==> config.mk <==
export PLATFORM = sky130hd
export DESIGN_NAME = datapath_rr_scheduler
export DESIGN_NICKNAME = d
export VERILOG_FILES = /design/src/rtl/dp_sched_pkg.sv /design/src/rtl/rr_arbiter.sv /design/src/rtl/datapath_rr_scheduler.sv
export SDC_FILE = /design/constraint.sdc
export NUM_CORES = 1
export LEC_CHECK = 0
export CORE_ASPECT_RATIO = 1.1
export CORE_MARGIN = 1.5
export CORE_UTILIZATION = 38
export CTS_BUF_LIST = sky130_fd_sc_hd__clkbuf_8
export DETAILED_ROUTE_END_ITERATION = 10
export PLACE_DENSITY = 0.85
export SETUP_SLACK_MARGIN = 0.05
export SLEW_MARGIN = 10
export SYNTH_ARGS = -nofsm -noshare
export SYNTH_HDL_FRONTEND = slang
export SYNTH_SLANG_ARGS = --single-unit
==> constraint.sdc <==
create_clock -name clk -period 2.9 [get_ports clk]
set_clock_uncertainty 0.15 [all_clocks]
set_input_delay 0.58 -clock clk [delete_from_list [all_inputs] [get_ports clk]]
set_output_delay 0.58 -clock clk [all_outputs]
set_load 0.01 [all_outputs]
==> src/rtl/dp_sched_pkg.sv <==
// Shared types and limits for the round-robin datapath scheduler.
package dp_sched_pkg;
    localparam int OPW      = 3;
    localparam int MAX_NREQ = 8;
    localparam int MAX_LAT  = 7;
    localparam int IDMAX_W  = $clog2(MAX_NREQ);
    localparam int CNT_W    = $clog2(MAX_LAT + 2);

    typedef logic [OPW-1:0] op_t;

    typedef struct packed {
        logic               valid;
        logic [IDMAX_W-1:0] id;
    } tag_t;
endpackage

==> src/rtl/rr_arbiter.sv <==
// Round-robin arbiter: first requester at or after ptr, wrapping at NREQ.
module rr_arbiter #(
    parameter  int NREQ = 2,
    localparam int IDW  = $clog2(NREQ)
) (
    input  logic [NREQ-1:0] req,
    input  logic [IDW-1:0]  ptr,
    output logic [NREQ-1:0] gnt,
    output logic [IDW-1:0]  idx
);
    logic found;
    int   j;

    always_comb begin
        gnt   = '0;
        idx   = '0;
        found = 1'b0;
        j     = 0;
        for (int i = 0; i < NREQ; i++) begin
            j = int'(ptr) + i;
            if (j >= NREQ) j = j - NREQ;
            if (!found && req[j]) begin
                found  = 1'b1;
                gnt[j] = 1'b1;
                idx    = IDW'(j);
            end
        end
    end
endmodule

==> src/rtl/datapath_rr_scheduler.sv <==
// Shares one arithmetic datapath among NREQ requesters with round-robin issue
// and a tag pipeline that returns each result to its owner.
module datapath_rr_scheduler
    import dp_sched_pkg::*;
#(
    parameter  int N    = 16,
    parameter  int NREQ = 2,
    parameter  int LAT  = 1,
    localparam int IDW  = $clog2(NREQ)
) (
    input  logic              clk,
    input  logic              rst_n,
    input  logic [NREQ-1:0]   req_valid,
    output logic [NREQ-1:0]   req_ready,
    input  logic [NREQ*N-1:0] req_a,
    input  logic [NREQ*N-1:0] req_b,
    input  logic [NREQ*3-1:0] req_op,
    input  logic              halt,
    output logic [N-1:0]      dp_a,
    output logic [N-1:0]      dp_b,
    output logic [2:0]        dp_op,
    input  logic [N-1:0]      dp_y,
    input  logic              dp_co,
    output logic              rsp_valid,
    output logic [IDW-1:0]    rsp_id,
    output logic [N-1:0]      rsp_y,
    output logic              rsp_co,
    output logic              idle
);
    logic [NREQ-1:0]  arb_req;
    logic [NREQ-1:0]  gnt;
    logic [IDW-1:0]   gidx;
    logic [IDW-1:0]   ptr;
    logic             xfer;
    logic [CNT_W-1:0] inflight;
    tag_t             tag_pipe [LAT+1];

    logic [N-1:0] a_arr  [NREQ];
    logic [N-1:0] b_arr  [NREQ];
    op_t          op_arr [NREQ];

    for (genvar i = 0; i < NREQ; i++) begin : g_unpack
        assign a_arr[i]  = req_a[i*N +: N];
        assign b_arr[i]  = req_b[i*N +: N];
        assign op_arr[i] = req_op[i*OPW +: OPW];
    end

    // No grants while held in reset or halted; in-flight work still drains.
    assign arb_req = (halt || !rst_n) ? '0 : req_valid;

    rr_arbiter #(.NREQ(NREQ)) u_arb (
        .req (arb_req),
        .ptr (ptr),
        .gnt (gnt),
        .idx (gidx)
    );

    assign req_ready = gnt;
    assign xfer      = |gnt;

    always_ff @(posedge clk or negedge rst_n) begin
        if (!rst_n) begin
            dp_a  <= '0;
            dp_b  <= '0;
            dp_op <= '0;
            ptr   <= '0;
        end else if (xfer) begin
            dp_a  <= a_arr[gidx];
            dp_b  <= b_arr[gidx];
            dp_op <= op_arr[gidx];
            ptr   <= (gidx == IDW'(NREQ - 1)) ? '0 : gidx + 1'b1;
        end
    end

    // Stage 0 lines up with the dp_* registers; stage LAT with dp_y.
    always_ff @(posedge clk or negedge rst_n) begin
        if (!rst_n) begin
            for (int k = 0; k <= LAT; k++) tag_pipe[k] <= '0;
        end else begin
            tag_pipe[0] <= '{valid: xfer, id: IDMAX_W'(gidx)};
            for (int k = 1; k <= LAT; k++) tag_pipe[k] <= tag_pipe[k-1];
        end
    end

    assign rsp_valid = tag_pipe[LAT].valid;
    assign rsp_id    = tag_pipe[LAT].id[IDW-1:0];
    assign rsp_y     = rsp_valid ? dp_y  : '0;
    assign rsp_co    = rsp_valid ? dp_co : 1'b0;

    wire unused_tag_id = ^tag_pipe[LAT].id;

    always_ff @(posedge clk or negedge rst_n) begin
        if (!rst_n)                 inflight <= '0;
        else if (xfer && !rsp_valid) inflight <= inflight + 1'b1;
        else if (!xfer && rsp_valid) inflight <= inflight - 1'b1;
    end

    assign idle = (inflight == '0);
endmodule
======== Word level (Yosys, flattened, before mapping) ========
Cells that the tools add are included.
storage, ports and cells
  register bits ........................... 44
  input port bits ......................... 92
  output and inout port bits .............. 57
  logic and storage cells ................. 69
cells by class
  add/subtract/negate cells ............... 6
  bitwise operators ....................... 2
  order comparisons ....................... 7
  mux-type cells .......................... 32
  reduce and logical (&&, ||, !) cells .... 13
operator list
  kind                                                                     count
  16-bit 2-to-1 mux                                                        7
  32-bit by 1-bit >= comparator with 1-bit output (second input constant)  2
  32-bit by 3-bit < comparator with 1-bit output (second input constant)   2
  32-bit 2-to-1 mux                                                        2
  32-bit by 3-bit >= comparator with 1-bit output (second input constant)  1
  32-bit by 3-bit subtractor with 32-bit output (second input constant)    1
  1-bit 2-to-1 mux                                                         13
  3-bit 2-to-1 mux                                                         3
  4-bit 2-to-1 mux                                                         2
  2-bit 2-to-1 mux                                                         3
  1-bit logical AND                                                        5
  4-bit by 1-bit adder with 4-bit output (second input constant)           1
  1-bit zero test                                                          4
  4-bit zero test                                                          1
  4-bit by 1-bit subtractor with 4-bit output (second input constant)      1
  1-bit by 2-bit subtractor with 3-bit output (second input constant)      1
  1-bit by 1-bit adder with 2-bit output (second input constant)           1
  1-bit demux with 1-bit select                                            2
  1-bit by 2-bit >= comparator with 1-bit output (second input constant)   1
  2-bit >= comparator (second input constant)                              1
  1-bit inverter with 2-bit output                                         1
  2-bit bitwise OR                                                         1
  2-bit nonzero test                                                       1
  2-bit OR reduction                                                       1
  2 further kinds                                                          2

======== Longest topological paths before layout ========
  depth in word-level cells ............... 15
  gate-level depth with buffers ........... 10
  depth with buffers taken out ............ 9

======== Cells and area by module ========
From an unflattened synthesis, not the netlist that was laid out.
unflattened totals
  cells, all modules ...................... 214
  area total of the unflattened synthesis .. 2210.9 um2
by module, submodules not included
  module                 instances  cells each  sequential area each (um2)  area an instance (um2)
  datapath_rr_scheduler  1          210         1101.1                      2180.8
  rr_arbiter             1          4           0.0                         30.0

======== Worst setup path before layout ========
OpenSTA, ideal clock, no wires.
  path kind ............................... input to register
  start point ............................. in req_valid[0]
  end point ............................... reg inflight[3]
  buffers on the path ..................... 2
  data arrival time ....................... 2555 ps
  path slack .............................. 64 ps
  stages on the path ...................... 10
  data required time ...................... 2619 ps
  setup time .............................. 131 ps
  cell sequence ........................... buf_4 -> o21ai_2 -> buf_2 -> inv_1 -> ha_1 -> inv_1 -> ha_1 -> or4_1 -> o211ai_1 -> o211ai_1
between the ends
  cells in the longest elaborated chain, start to end .. 12
  elaborated cells between the ends (all ways) .. 19
  those cells by class .................... mux: 11; bitwise: 1; reduce/logical: 7
ends and longest elaborated chain
  what                                                 line                         text
  from (decl)                                          datapath_rr_scheduler.sv:13  input logic [NREQ-1:0] req_valid,
  2-bit 2-to-1 mux *                                   datapath_rr_scheduler.sv:49  assign arb_req = (halt || !rst_n) ? '0 : req_valid;
  1-bit 2-to-1 mux (implied by the code) (3 in a row)  rr_arbiter.sv:22             if (!found && req[j]) begin
  1-bit 2-to-1 mux                                     rr_arbiter.sv:22
  1-bit zero test                                      rr_arbiter.sv:22
  1-bit logical AND                                    rr_arbiter.sv:22
  2-bit 2-to-1 mux *                                   rr_arbiter.sv:22
  2-bit OR reduction *                                 datapath_rr_scheduler.sv:59  assign xfer = |gnt;
  via xfer                                             datapath_rr_scheduler.sv:34  logic xfer;
  1-bit zero test                                      datapath_rr_scheduler.sv:95  else if (!xfer && rsp_valid) inflight <= inflight - 1'b1;
  1-bit logical AND                                    datapath_rr_scheduler.sv:95
  2-bit nonzero test (no source line)                  n/a
  to (signal assigned)                                 datapath_rr_scheduler.sv:94  else if (xfer && !rsp_valid) inflight <= inflight + 1'b1;
  to (signal assigned)                                 datapath_rr_scheduler.sv:95
  to (decl)                                            datapath_rr_scheduler.sv:35  logic [CNT_W-1:0] inflight;
Mark *: on every way through the listed nets, which the timed path passes. The rest lies on a longest branch. The select of a mux whose other input is x is not followed.
A chain may end at the register's enable or synchronous reset.

======== Worst setup path in the final report ========
  start point ............................. in halt
  end point ............................... out req_ready[1]
between the ends
  cells in the longest elaborated chain, start to end .. 9
  elaborated cells between the ends (all ways) .. 14
  those cells by class .................... mux: 10; bitwise: 1; reduce/logical: 3
ends and longest elaborated chain
  what                                                 line                         text
  from (decl)                                          datapath_rr_scheduler.sv:18  input logic halt,
  1-bit logical OR *                                   datapath_rr_scheduler.sv:49
  2-bit 2-to-1 mux *                                   datapath_rr_scheduler.sv:49
  1-bit 2-to-1 mux (implied by the code) (3 in a row)  rr_arbiter.sv:22
  1-bit 2-to-1 mux                                     rr_arbiter.sv:22
  1-bit zero test                                      rr_arbiter.sv:22
  1-bit logical AND                                    rr_arbiter.sv:22
  2-bit 2-to-1 mux *                                   rr_arbiter.sv:22
  to (decl)                                            datapath_rr_scheduler.sv:14  output logic [NREQ-1:0] req_ready,
Mark *: on every way between the ends. The rest lies on a longest branch, timed or not. The select of a mux whose other input is x is not followed.

==> metrics.md <==
| Metric | Value |
|---|---|
| PwrDens | 536 mW/mm^2 |
| Status | finished clean |
| Area growth syn-to-layout | 70.7% |
| Synth Cell Area | 0.00237 sq mm |
| Initial antenna violation count | 0 |
| Count of different cell masters after synthesis | 34 |
| Worst Hold Slack | 0.205 ns |
| Most common flop cell mapped by yosys | dfrtp_1 |
| Crit Path Class | primary input to primary output |
| Grt ovf | 0 |
| Mapped Nets | 288 |
| Crit path capture | req_ready[1] |
| Max cap viols | 0 |
| Clock transition at path regs | 0.08 ns |
| Initial DRT Pass Iterations | 4 |
| CP Capture Type | primary output |
| DR iter-0 viols | 93 |
| Chip Width | 78.2 um |
| DRC Markers | 0 |
| Dpl hpwl | 5160 um |
| Relative slew slack | 58.0% |
| Setup slack at placement | -0.0436 ns |
| Share of cells above drive strength 1 | 8.58% |
| Per-cell routed wire length | 17.8 um |
| Crit path required time | 2.17 ns |
| CTS buffer count | 5 |
| # setup viols final | 0 |
| Clk Tree Root Cell | clkbuf_8 |
| Layout Cells excl Fill | 415 |
| CTS tree | built |
| Minimum clock period | 2.78 ns |
| Tot GR Track Use | 22.4% |
| Io pins | 149 |
| R2R Setup Slk | 0.59 ns |
| HP Class | register to register |
| Drt via density | 5.69 |
| Final hold violations | 0 |
| Max Fanout on Critical Path | 4 |
| Nets | 433 |
| Post-route ant nets | 0 |
| Setup slack after layout | 0.121 ns |
| RSZ-0062 raised after global routing | no |
| # Post-CTS Setup Buffers | 0 |
| Vias in the first global route | 2448 |
| Skew-Pair Late Insertion Delay | 0.29 ns |
| Reg-to-reg startpoint | rsp_valid |
| H-tree levels | 2 |
| Final GP Congestion | 0.746 |
| Port Buf Inserts | 148 |
| Die ar. | 0.00671 sq mm |
| Worst r2r dst | inflight[3] |
| # hold bufs at CTS | 0 |
| Routed WL | 7400 um |
| Row cnt | 29 |
| Final Cycle Share | 95.8% |
| Starting Density | 40.3% |
| Yosys Warn Count | 0 |
| # placed instances | 407 |
| Crit path from | halt |
| Final Max Slew Viols | 0 |
| Post-layout instance area | 0.00404 sq mm |
| Setup Total Neg Slack | 0 ns |
| Core area | 0.00588 sq mm |
| Die Span Y | 85.8 um |
| Ant diodes | 0 |
| Worst-margin pin slew | 0.629 ns |
| WP data arrival | 2.05 ns |
| Synth Register Bits | 44 |
| Reg2Reg Depth | 7 |
| First-pass GRT wire length | 12100 um |
| Largest net degree at the start of global routing | 46 |
| Buffer depth of the longest clock path | 2 |
| Syn Area/Cell | 12.3 sq um |
| EDFF count, synth | 0 |
| Max VDD drop | 0.000404 V |
| Commonest non-fill, non-tap cell in the layout | clkdlybuf4s50_1 |
| Async S/R FF share, synth | 100% |
| Routed vias | 2362 |
| Pleak | 1.67 nW |
| Post-Syn Instances | 192 |
| Placed cell areas | 0.00390 sq mm |
| Nature of the critical path startpoint | primary input |
| Highest Clock Rate | 360 MHz |
| Clock Sinks | 44 |
| Most frequent cells in the layout | 146 x clkdlybuf4s50_1, 44 x dfrtp_1, 35 x o2111a_1, 35 x a221o_1, 17 x and2_1 |
| Sequential fraction of the synthesis area | 46.5% |
-- critical path, stage by stage --
cell and delay (ns):
clkdlybuf4s50_1 0.47, nor2b_4 0.17, buf_4 0.14, and3_1 0.15, clkdlybuf4s50_1 0.53
-- final cells by class --
| type | count | area (sq um) |
|---|---|---|
| well taps | 77 | 96.3 |
| multi-input cells | 120 | 1120 |
| fillers | 465 | 1840 |
| clock inverters | 1 | 30.0 |
| clock buffers | 7 | 96.3 |
| flip-flops and latches | 44 | 1100 |
| repair buffers | 161 | 1580 |
| inverters | 5 | 18.8 |
-- report_power, final --
group / leakage, nW / internal (mW) / total [mW] / switching [mW]
Sequential: 0.549 / 0.743 / 0.846 / 0.104
Combinational: 1.06 / 0.480 / 0.802 / 0.322
Clock: 0.0645 / 0.304 / 0.514 / 0.210
-- repair_timing --
| item | 4_1_cts | 5_1_grt |
|---|---|---|
| gates resized for setup | 0 | 2 |
| endpoints found under the setup margin | 0 | 1 |
| endpoints found under the hold margin | 0 | 0 |
-- through the flow --
stage          utilization (%)  power [mW]
6_report                  68.7        2.16
3_5_place_dp              66.4        1.66
4_1_cts                   68.6        2.17
2_1_floorplan                -        1.20
3_3_place_gp              66.4        1.63
5_1_grt                   68.7        2.29
-- sequential cells by signal, indices dropped and copies added, names as in the netlist --
register   count
dp_a          16
inflight       4
dp_b          16
rsp_id         1
rsp_valid      1
dp_op          3
ptr            1
tag_pipe       2
-- cell families after synthesis --
group,Yosys count,share of synthesized area [%]
AOI/OAI and AO/OA,79,34.1
DFF,44,46.5
and+or+nand+nor,33,8.94
buffers and inverters,28,6.40
adders and majority gates,4,2.43
xor gates and xnor gates,2,0.740
muxes,2,0.899
-- cells in the mapped netlist (all sizes together) (3+ instances only) --
library cell	number	share of area [%]
dfrtp	44	47
a221o	35	15
o2111a	35	17
and2	17	4.5
buf	15	4.3
clkbuf	8	1.3
inv	5	0.79
a21oi	3	0.63
ha	3	1.6
nand2	3	0.48
-- layer usage --
| metal | global-route usage, % | part of all wire [%] | vias to the layer above |
|---|---|---|---|
| met5 | 0 | 0 | - |
| met1 | 28.1 | 42 | 1132 |
| li1 | - | - | 1088 |
| met2 | 38.3 | 49 | 126 |
| met3 | 4.89 | 7.1 | 16 |
| met4 | 7.47 | 2.4 | 0 |
-- worst min-delay path by stage --
stage          cells past startpoint         from  endpoint  slack, ns
2_1_floorplan                      0        rst_n   dp_a[0]       0.13
3_3_place_gp                       0  tag_pipe[4]    rsp_id       0.18
3_5_place_dp                       0  tag_pipe[4]    rsp_id       0.19
4_1_cts                            0  tag_pipe[4]    rsp_id       0.21
5_1_grt                            0  tag_pipe[4]    rsp_id       0.22
6_report                           0  tag_pipe[4]    rsp_id       0.20
Note: power is estimated with default switching activity, not from simulation.
